`src/rtl/knn_pkg.sv`:
```
// Shared constants, FSM state codes and the k-normalisation helper for the
// K-nearest-neighbour vote block.
package knn_pkg;

    localparam int W           = 16;
    localparam int TYPE_W      = 3;
    localparam int NUM_CLASSES = 1 << TYPE_W;
    localparam int K_MAX       = 15;
    localparam int K_W         = 4;

    // FSM state codes
    localparam logic [1:0] ST_COLLECT = 2'd0;
    localparam logic [1:0] ST_DRAIN   = 2'd1;
    localparam logic [1:0] ST_SCAN    = 2'd2;
    localparam logic [1:0] ST_HOLD    = 2'd3;

    // k of zero still votes one neighbour; anything above K_MAX is clipped.
    function automatic logic [K_W-1:0] k_effective(input logic [K_W-1:0] k_in);
        logic [K_W-1:0] k_out;
        if (k_in == {K_W{1'b0}}) begin
            k_out = K_W'(1);
        end else if (k_in > K_W'(K_MAX)) begin
            k_out = K_W'(K_MAX);
        end else begin
            k_out = k_in;
        end
        return k_out;
    endfunction

endpackage

```
`src/rtl/knn_argmax_step.sv`:
```
// One step of the class argmax: decides whether the candidate class replaces
// the current best. Higher vote count wins; on equal count the class whose
// first vote came at the lower rank (the closer neighbour) wins. Classes with
// no votes never win.
module knn_argmax_step
    import knn_pkg::*;
(
    input  logic [K_W:0]   cand_cnt,
    input  logic [K_W-1:0] cand_first,
    input  logic [K_W:0]   best_cnt,
    input  logic [K_W-1:0] best_first,
    output logic           take
);

    // Candidate-vs-best comparison with nearest-member tie break
    always_comb begin
        take = 1'b0;
        if (cand_cnt == {(K_W+1){1'b0}}) begin
            take = 1'b0;
        end else if (cand_cnt > best_cnt) begin
            take = 1'b1;
        end else if ((cand_cnt == best_cnt) && (cand_first < best_first)) begin
            take = 1'b1;
        end else begin
            take = 1'b0;
        end
    end

endmodule

```
`src/rtl/knn_vote.sv`:
```
// K-nearest-neighbour vote: consumes an ascending-distance stream of
// (distance, class) beats, votes over the first k_eff beats, then scans the
// per-class counters one class per cycle and presents a held result.
module knn_vote
    import knn_pkg::*;
(
    input  logic              clk,
    input  logic              rst,
    input  logic [K_W-1:0]    k,
    input  logic              in_valid,
    output logic              in_ready,
    input  logic [W-1:0]      in_dist,
    input  logic [TYPE_W-1:0] in_type,
    input  logic              in_last,
    output logic              out_valid,
    input  logic              out_ready,
    output logic [TYPE_W-1:0] out_class,
    output logic [K_W:0]      out_votes,
    output logic [W-1:0]      out_nearest,
    output logic [K_W:0]      out_n
);

    logic [1:0]        state;
    logic [1:0]        next_state;
    logic [K_W-1:0]    rank;
    logic [K_W-1:0]    k_eff;
    logic [K_W:0]      cnt   [NUM_CLASSES];
    logic [K_W-1:0]    first [NUM_CLASSES];
    logic [TYPE_W-1:0] idx;
    logic [K_W:0]      best_cnt;
    logic [K_W-1:0]    best_first;
    logic [TYPE_W-1:0] best_class;

    logic              accept;
    logic              vote;
    logic              out_done;
    logic              scan_last;
    logic              enter_scan;
    logic              take;
    logic [K_W-1:0]    cur_keff;
    logic [K_W-1:0]    rank_inc;

    assign accept     = in_valid & in_ready;
    assign out_done   = out_valid & out_ready;
    assign scan_last  = (state == ST_SCAN) && (idx == TYPE_W'(NUM_CLASSES - 1));
    assign enter_scan = (next_state == ST_SCAN) && (state != ST_SCAN);

    // k is only honoured on the rank-0 beat; later beats use the latched copy
    always_comb begin
        cur_keff = k_eff;
        rank_inc = rank;
        vote     = 1'b0;
        if (rank == {K_W{1'b0}}) begin
            cur_keff = k_effective(k);
        end else begin
            cur_keff = k_eff;
        end
        if (rank == K_W'(K_MAX)) begin
            rank_inc = rank;
        end else begin
            rank_inc = rank + K_W'(1);
        end
        if (accept && (state == ST_COLLECT) && (rank < cur_keff)) begin
            vote = 1'b1;
        end else begin
            vote = 1'b0;
        end
    end

    // Next-state decision for the collect / drain / scan / hold sequence
    always_comb begin
        next_state = state;
        case (state)
            ST_COLLECT: begin
                if (accept && in_last) begin
                    next_state = ST_SCAN;
                end else if (vote && (rank_inc == cur_keff)) begin
                    next_state = ST_DRAIN;
                end else begin
                    next_state = ST_COLLECT;
                end
            end
            ST_DRAIN: begin
                if (accept && in_last) begin
                    next_state = ST_SCAN;
                end else begin
                    next_state = ST_DRAIN;
                end
            end
            ST_SCAN: begin
                if (scan_last) begin
                    next_state = ST_HOLD;
                end else begin
                    next_state = ST_SCAN;
                end
            end
            ST_HOLD: begin
                if (out_done) begin
                    next_state = ST_COLLECT;
                end else begin
                    next_state = ST_HOLD;
                end
            end
            default: next_state = ST_COLLECT;
        endcase
    end

    // State register and registered in_ready (low during reset, high once running)
    always_ff @(posedge clk or posedge rst) begin
        if (rst) begin
            state    <= ST_COLLECT;
            in_ready <= 1'b0;
        end else begin
            state    <= next_state;
            in_ready <= (next_state == ST_COLLECT) || (next_state == ST_DRAIN);
        end
    end

    // Per-class vote counters and the rank of each class's first vote
    always_ff @(posedge clk or posedge rst) begin
        if (rst) begin
            for (int c = 0; c < NUM_CLASSES; c++) begin
                cnt[c]   <= {(K_W+1){1'b0}};
                first[c] <= {K_W{1'b0}};
            end
        end else if ((state == ST_HOLD) && out_done) begin
            for (int c = 0; c < NUM_CLASSES; c++) begin
                cnt[c]   <= {(K_W+1){1'b0}};
                first[c] <= {K_W{1'b0}};
            end
        end else if (vote) begin
            cnt[in_type] <= cnt[in_type] + (K_W+1)'(1);
            if (cnt[in_type] == {(K_W+1){1'b0}}) begin
                first[in_type] <= rank;
            end else begin
                first[in_type] <= first[in_type];
            end
        end else begin
            for (int c = 0; c < NUM_CLASSES; c++) begin
                cnt[c]   <= cnt[c];
                first[c] <= first[c];
            end
        end
    end

    // Rank counter, latched k_eff and nearest distance of the current stream
    always_ff @(posedge clk or posedge rst) begin
        if (rst) begin
            rank        <= {K_W{1'b0}};
            k_eff       <= K_W'(1);
            out_nearest <= {W{1'b0}};
        end else if ((state == ST_HOLD) && out_done) begin
            rank        <= {K_W{1'b0}};
            k_eff       <= k_eff;
            out_nearest <= out_nearest;
        end else if (vote) begin
            rank <= rank_inc;
            if (rank == {K_W{1'b0}}) begin
                k_eff       <= cur_keff;
                out_nearest <= in_dist;
            end else begin
                k_eff       <= k_eff;
                out_nearest <= out_nearest;
            end
        end else begin
            rank        <= rank;
            k_eff       <= k_eff;
            out_nearest <= out_nearest;
        end
    end

    knn_argmax_step u_argmax (
        .cand_cnt   (cnt[idx]),
        .cand_first (first[idx]),
        .best_cnt   (best_cnt),
        .best_first (best_first),
        .take       (take)
    );

    // Sequential argmax scan, one class per cycle
    always_ff @(posedge clk or posedge rst) begin
        if (rst) begin
            idx        <= {TYPE_W{1'b0}};
            best_cnt   <= {(K_W+1){1'b0}};
            best_first <= {K_W{1'b1}};
            best_class <= {TYPE_W{1'b0}};
        end else if (enter_scan) begin
            idx        <= {TYPE_W{1'b0}};
            best_cnt   <= {(K_W+1){1'b0}};
            best_first <= {K_W{1'b1}};
            best_class <= {TYPE_W{1'b0}};
        end else if (state == ST_SCAN) begin
            idx <= idx + TYPE_W'(1);
            if (take) begin
                best_cnt   <= cnt[idx];
                best_first <= first[idx];
                best_class <= idx;
            end else begin
                best_cnt   <= best_cnt;
                best_first <= best_first;
                best_class <= best_class;
            end
        end else begin
            idx        <= idx;
            best_cnt   <= best_cnt;
            best_first <= best_first;
            best_class <= best_class;
        end
    end

    // Result registers: loaded on the final scan step, held until consumed
    always_ff @(posedge clk or posedge rst) begin
        if (rst) begin
            out_valid <= 1'b0;
            out_class <= {TYPE_W{1'b0}};
            out_votes <= {(K_W+1){1'b0}};
            out_n     <= {(K_W+1){1'b0}};
        end else if (scan_last) begin
            out_valid <= 1'b1;
            out_class <= take ? idx : best_class;
            out_votes <= take ? cnt[idx] : best_cnt;
            out_n     <= {1'b0, rank};
        end else if ((state == ST_HOLD) && out_done) begin
            out_valid <= 1'b0;
            out_class <= out_class;
            out_votes <= out_votes;
            out_n     <= out_n;
        end else begin
            out_valid <= out_valid;
            out_class <= out_class;
            out_votes <= out_votes;
            out_n     <= out_n;
        end
    end

endmodule

```
`config.mk`:
```
export PLATFORM = sky130hd
export DESIGN_NAME = knn_vote
export DESIGN_NICKNAME = d
export VERILOG_FILES = /design/src/rtl/knn_pkg.sv /design/src/rtl/knn_argmax_step.sv /design/src/rtl/knn_vote.sv
export SDC_FILE = /design/constraint.sdc
export NUM_CORES = 1
export LEC_CHECK = 0
export CAP_MARGIN = 20
export CORE_MARGIN = 1.5
export CORE_UTILIZATION = 30
export DETAILED_ROUTE_END_ITERATION = 7
export PLACE_DENSITY = 0.58
export SKIP_CTS_REPAIR_TIMING = 1
export SLEW_MARGIN = 15
export SYNTH_ARGS = -nofsm -noshare
export SYNTH_HDL_FRONTEND = slang
export SYNTH_SLANG_ARGS = --single-unit
export TNS_END_PERCENT = 5
```
`constraint.sdc`:
```
create_clock -name clk -period 4.8 [get_ports clk]
set_input_delay 0.72 -clock clk [delete_from_list [all_inputs] [get_ports clk]]
set_output_delay 0.72 -clock clk [all_outputs]
set_load 0.005 [all_outputs]
```
==> run summary, run 1 <==
Worst-path clk slew -> 0.06 ns
TritonCTS clock tree -> yes
Post-Syn Nets -> 704
Synthesis-stage register bit count -> 127
Share of layout cells above drive strength 1 -> 15.44%
Die height -> 156.2 um
Wire per inst -> 17.95 um
Setup tns final -> 0 ns
Die width -> 156.2 um
Adder-Cell Fraction of Synth Area -> 2.844%
Synth area leaders -> dfrtp_1, mux2i_1, mux4_2
I/O pins -> 59
Most common cell after layout, fill and taps aside -> dfrtp_1
CP arrival -> 4.21 ns
Clk network pwr share -> 29.5%
Sequential area share after synthesis -> 45.24%
Fin nets -> 750
Number of global-route vias before repair -> 5311
Largest net degree at the start of global routing -> 128
Clk_lat worst skew -> 0.43 ns
DP Area -> 0.007959 mm2
Syn Area/Cell -> 10.67 um2
Root Buffer -> clkbuf_16
Global-route usage over all layers -> 15.93%
Port Buf Inserts -> 57
Ys async rst share -> 100.0%
Mapped Cells -> 660
Maximum clock rate -> 253.7 MHz
RSZ-0062 raised after global routing -> no
Die footprint -> 0.02439 mm2
Period minus WS final -> 3.941 ns
Post-Synth Simple-Gate Area -> 13.46%
Worst VDD drop -> 0.0002727 V
Clock sink count -> 127
Synth area leader -> dfrtp_1
Post-synthesis mux area share -> 22.59%
Ratio of final minimum period to clock period -> 82.11%
Hold Worst Slack -> 0.4747 ns
GP Congestion -> 0.8167
Num CTS Buffers -> 17
Pre-antenna DRT Iters -> 5
P per Cell Area -> 591.7 mW/mm2
Starting density of the core -> 30.81%
Remaining DRCs -> 0
Number of synthesized flops with an enable pin -> 0
Hold Crit Class -> register to register
Final Cell Area -> 0.008646 mm2
Logic gate share of total power -> 37.2%
Final count of hold timing violations -> 0
Area of the core -> 0.02285 mm2
Initial antenna violation count -> 0
Area delta synth->final -> 22.82%
Post-Synth XOR/XNOR Area -> 0.7465%
FILL cells -> 2270
Std-Cell Rows -> 55
Routed WL -> 18.53 mm
Htree depth -> 4
Fin. max-slew vios -> 0
Post-synth top area share -> 43.37%
Final Setup Violations -> 0
Crit path max fanout -> 7
MaxCap Viol Count -> 0
Post-route ant nets -> 0
Vias post-DR -> 5470
CP Class -> register to register
ANT cells -> 0
Outcome -> completed
Seq pwr share -> 33.3%
Global route total overflow -> 0
Slew HR -> 42.68%
Most frequent cells in the layout -> dfrtp_1, nand2_1, mux2i_1, clkdlybuf4s50_1, nand3_1
Vias/cell -> 5.300
Tightest Pin Transition -> 0.8589 ns
Clock Skew -> 0.007194 ns
Synthesized area -> 0.007039 mm2
WHS Path Cells -> 2
Post-synthesis cell type count -> 55
Sw Share -> 35.86%
First-pass GRT wire length -> 29.98 mm
Clock tree buffer depth -> 2
Main combinational cell family by area after synthesis -> multiplexers
Crit start category -> register
Complex-gate fraction of the synthesized area -> 11.06%
Req. time, crit path -> 5.07 ns
Yosys warnings -> 0
Pleak -> 3.902 nW
Net switching power -> 1.834 mW
DRT iter0 DRCs -> 421
Dominant synthesized flop cell -> dfrtp_1
Reg2reg path depth -> 13
Worst setup EP type -> register
Design internal power -> 3.281 mW
Hpwl dp -> 12.51 mm
[worst paths after layout]
check                                           end                startpoint  slack (ns)
setup / recovery                cnt[14]$_DFFE_PP0P_       rank[0]$_DFFE_PP0P_        0.86
hold / removal             out_votes[3]$_DFFE_PP0P_  out_votes[3]$_DFFE_PP0P_        0.47
setup reg to reg                cnt[14]$_DFFE_PP0P_       rank[0]$_DFFE_PP0P_        0.86
hold reg to reg            out_votes[3]$_DFFE_PP0P_  out_votes[3]$_DFFE_PP0P_        0.47
max in group asynchronous        idx[0]$_DFFE_PP0P_                       rst        3.37
min in group asynchronous  out_class[0]$_DFFE_PP0P_                       rst        0.74
[area by class of cell]
| cell class | count | area, um2 | area share [%] |
|---|---|---|---|
| Sequential cell | 127 | 3184 | 36.83 |
| Clock inverter | 13 | 234.0 | 2.706 |
| Tap cell | 313 | 391.6 | 4.530 |
| Inverter | 22 | 85.08 | 0.9841 |
| Multi-Input combinational cell | 462 | 3572 | 41.32 |
| Timing Repair Buffer | 76 | 725.7 | 8.394 |
| Clock buffer | 19 | 452.9 | 5.239 |
[registers in the layout, summed over array words and instances, names as in the netlist, 3 cells and up]
name / cells
best_class: 3
out_class: 3
best_first: 4
out_nearest: 16
first: 32
cnt: 40
k_eff: 4
rank: 4
out_n: 4
out_votes: 5
best_cnt: 5
idx: 3
[logic make-up after synthesis]
logic type,Yosys count
XOR/XNOR,6
flip-flops,127
AND/OR/NAND/NOR,199
other,1
AO/OA/AOI/OAI,119
adder cells (fa/ha/maj),16
multiplexers,121
buffers and inverters,71
[metal layers]
metal / global-route usage [%] / wire length, um / part of all wire, %
met5: 0 / 0 / 0
met2: 23.81 / 8358 / 45
met3: 3.861 / 1011 / 5.5
met1: 23.03 / 8991 / 49
met4: 3.991 / 167 / 0.90
[synthesized netlist by cell type, types with 3 or more instances]
cell type / n
nand2_1: 75
nand4_1: 6
dfrtp_1: 122
a21oi_1: 10
a21o_1: 3
a211oi_1: 6
buf_2: 10
o21ai_1: 5
buf_1: 3
nor4_1: 6
mux2_1: 3
clkbuf_1: 35
nor2_1: 25
xnor2_1: 4
mux4_2: 28
a31oi_1: 7
inv_1: 20
and2_1: 6
o21ai_0: 45
o311ai_0: 5
dfstp_2: 5
mux2_2: 20
o22ai_1: 3
nand2b_1: 5
a311o_1: 4
o211ai_1: 5
mux2i_1: 70
o2111ai_1: 6
nor3_1: 9
ha_1: 16
a311oi_1: 4
nand3_1: 50
o21a_1: 4
o31ai_1: 3
or2_2: 3
nor2b_1: 4
[metrics by stage]
step / power (mW) / instances / setup slack [ns] / util [%]
5_1_grt: 5.446 / 1032 / 0.5571 / 37.84
3_5_place_dp: 3.620 / 1000 / 0.7255 / 34.84
4_1_cts: 5.141 / 1032 / 0.8484 / 37.84
6_report: 5.115 / 1032 / 0.8589 / 37.84
2_1_floorplan: 2.932 / 660 / 0.7040 / -
3_3_place_gp: 3.597 / 1000 / 0.8663 / 34.84
[critical path, cell delays in order, from the launching register on]
cell     delay, ns
dfrtp_1       0.52
inv_1         0.19
ha_1          0.21
nor3b_4       0.36
mux2i_1       0.39
ha_1          0.31
nand2_1       0.08
nand3_1       0.08
nor4_1        0.23
buf_4         0.21
o21a_1        0.29
nand3_1       0.43
buf_4         0.34
mux2i_1       0.13
[power by group through the flow]
| stage | Clock, mW | Combinational [mW] | Sequential, mW |
|---|---|---|---|
| floorplan | 0 | 1.36 | 1.58 |
| global placement | 0 | 1.88 | 1.72 |
| detailed placement | 0 | 1.90 | 1.72 |
| CTS | 1.53 | 1.91 | 1.70 |
| global route | 1.59 | 2.11 | 1.75 |
| finish | 1.51 | 1.90 | 1.71 |
Power figures use the tool's default switching activity.
==> run 2: changes to the inputs <==
--- a/config.mk
+++ b/config.mk
@@ -9,7 +9,7 @@
 export CORE_MARGIN = 1.5
 export CORE_UTILIZATION = 30
 export DETAILED_ROUTE_END_ITERATION = 7
-export PLACE_DENSITY = 0.58
+export PLACE_DENSITY = 0.59
 export SKIP_CTS_REPAIR_TIMING = 1
 export SLEW_MARGIN = 15
 export SYNTH_ARGS = -nofsm -noshare
==> constraint.sdc (replaced) <==
create_clock -name clk -period 3.5 [get_ports clk]
set_input_delay 0.525 -clock clk [delete_from_list [all_inputs] [get_ports clk]]
set_output_delay 0.525 -clock clk [all_outputs]
set_load 0.005 [all_outputs]
==> run summary, run 2 (same netlist as run 1, synthesis figures left out) <==
Clock tree buffer depth -> 2 (unchanged)
First-pass GRT wire length -> 30.48 mm (+1.7%)
Num CTS Buffers -> 17 (unchanged)
Largest regs -> cnt (40), first (32), out_nearest (16)
CP max-delay cell -> dfrtp_1
Area of the core -> 0.02285 mm2 (unchanged)
Final Setup Violations -> 0 (unchanged)
Req. time, crit path -> 3.81 ns (-1.26 ns)
Post-route ant nets -> 0 (unchanged)
Die height -> 156.2 um (unchanged)
Worst-path clk slew -> 0.06 ns (about the same)
Hold Crit Class -> input port to async pin
Crit path max fanout -> 17 (+10)
Crit path buffers/inverters -> 2 (-1)
Reg2reg path depth -> 10 (-3)
ANT cells -> 0 (unchanged)
CP arrival -> 3.63 ns (-0.58 ns)
GP Congestion -> 0.8397 (+2.8%)
Worst setup EP type -> register
Final count of hold timing violations -> 0 (unchanged)
I/O pins -> 59 (unchanged)
Vias/cell -> 5.130 (-3.2%)
Max FFs per register -> 40 (unchanged)
MaxCap Viol Count -> 0 (unchanged)
Clock sink count -> 127 (unchanged)
CP Class -> register to register
Tightest Pin Transition -> 0.7836 ns (-0.07532 ns)
Setup tns final -> 0 ns (unchanged)
P per Cell Area -> 784.4 mW/mm2 (+33%)
Most common cell after layout, fill and taps aside -> dfrtp_1
CP peak stage delay -> 0.55 ns (+0.03 ns)
Area delta synth->final -> 25.22%
Die footprint -> 0.02439 mm2 (unchanged)
Ratio of final minimum period to clock period -> 95.00% (+13 points)
Period minus WS final -> 3.325 ns (-0.6161 ns)
Top delay family on crit path -> compound AO/OA/AOI/OAI gates
Share of layout cells above drive strength 1 -> 18.82% (+3.4 points)
Outcome -> completed
Worst VDD drop -> 0.0003868 V (+42%)
Pre-antenna DRT Iters -> 5 (unchanged)
Global route total overflow -> 0 (unchanged)
Maximum clock rate -> 300.7 MHz (+19%)
RSZ-0062 raised after global routing -> no
Pleak -> 3.993 nW (+2.3%)
Initial antenna violation count -> 0 (unchanged)
Root Buffer -> clkbuf_16
DRT iter0 DRCs -> 318 (-24%)
Htree depth -> 4 (unchanged)
CP Cell Sequence -> buf_4 > mux2i_1 > mux4_2 > ha_1 > a32o_1 > o31ai_2 > o21a_1 > buf_4 > nor4_1 > a311o_1
Worst path depth -> 10 (-3)
Fin. max-slew vios -> 0 (unchanged)
Global-route usage over all layers -> 16.21% (+0.28 points)
Clk_lat worst skew -> 0.43 ns (about the same)
Number of global-route vias before repair -> 5411 (+1.9%)
Fin nets -> 775 (+3.3%)
Die width -> 156.2 um (unchanged)
Vias post-DR -> 5422 (-0.88%)
FILL cells -> 2251 (-0.84%)
Remaining DRCs -> 0 (unchanged)
Clock Skew -> 0.005992 ns (-0.001202 ns)
Hpwl dp -> 12.76 mm (+2.0%)
Starting density of the core -> 30.81% (unchanged)
Crit start category -> register
Post-route core utilization -> 38.58% (+0.74 points)
Most used cell, CP -> buf_4
Wire per inst -> 17.61 um (-1.9%)
Largest net degree at the start of global routing -> 70 (-45%)
Routed WL -> 18.61 mm (+0.44%)
Most frequent cells in the layout -> dfrtp_1, nand2_1, mux2i_1, clkdlybuf4s50_1, nand3_1
Reg with most FFs -> cnt
Port Buf Inserts -> 57 (unchanged)
TritonCTS clock tree -> yes
Std-Cell Rows -> 55 (unchanged)
Slew HR -> 47.76% (+5.1 points)
Hold Worst Slack -> 0.4344 ns (-0.04038 ns)
-- run 2: final cells by class --
type	instances	area [um2]	share of cell area, %
inverters	22	86.33	0.9794
multi-input cells	462	3581	40.62
clock inverters	14	166.4	1.888
well taps	313	391.6	4.443
repair buffers	101	963.4	10.93
flip-flops and latches	127	3187	36.15
clock buffers	18	439.2	4.982
-- run 2: path summary, 6_finish.rpt --
| path | from | end | slack, ns |
|---|---|---|---|
| hold reg to reg | out_votes[1]$_DFFE_PP0P_ | out_votes[1]$_DFFE_PP0P_ | 0.47 |
| hold / removal | rst | cnt[23]$_DFFE_PP0P_ | 0.43 |
| max in group asynchronous | rst | out_nearest[14]$_DFFE_PP0P_ | 2.43 |
| setup reg to reg | idx[2]$_DFFE_PP0P_ | best_class[1]$_DFFE_PP0P_ | 0.17 |
| min in group clk | out_votes[1]$_DFFE_PP0P_ | out_votes[1]$_DFFE_PP0P_ | 0.47 |
| setup / recovery | idx[2]$_DFFE_PP0P_ | best_class[1]$_DFFE_PP0P_ | 0.17 |
-- run 2: where the power goes --
group | switching, mW | internal, mW
clock | 0.680 | 1.13
sequential | 0.331 | 1.92
combinational | 1.51 | 1.33
total | 2.53 | 4.39
-- run 2: per-layer routing --
metal	vias up	wire length, um	GRT usage, %
li1	2563	-	-
met1	2686	8893	22.93
met2	148	8363	24.21
met3	25	996	3.556
met4	0	357	5.941
met5	-	0	0
-- run 2: through the flow --
step / setup WS, ns / instance area, um2 / instances / power (mW)
after floorplan: 0.1045 / 7043 / 660 / 4.022
after global placement: 0.2062 / 8198 / 1025 / 5.066
after detailed placement: 0.1235 / 8198 / 1025 / 5.094
after CTS: 0.1341 / 8803 / 1057 / 6.931
after global routing: 0.007914 / 8815 / 1057 / 7.373
final: 0.1750 / 8815 / 1057 / 6.914
==> run 3: changes to the inputs <==
--- a/config.mk
+++ b/config.mk
@@ -8,7 +8,9 @@
 export CAP_MARGIN = 20
 export CORE_MARGIN = 1.5
 export CORE_UTILIZATION = 30
+export CTS_CLUSTER_SIZE = 30
 export DETAILED_ROUTE_END_ITERATION = 7
+export HOLD_SLACK_MARGIN = 0.08
 export PLACE_DENSITY = 0.59
 export SKIP_CTS_REPAIR_TIMING = 1
 export SLEW_MARGIN = 15
==> results of run 3 <==
Same layout as run 2: the final DEF is identical, and so are final timing and power.
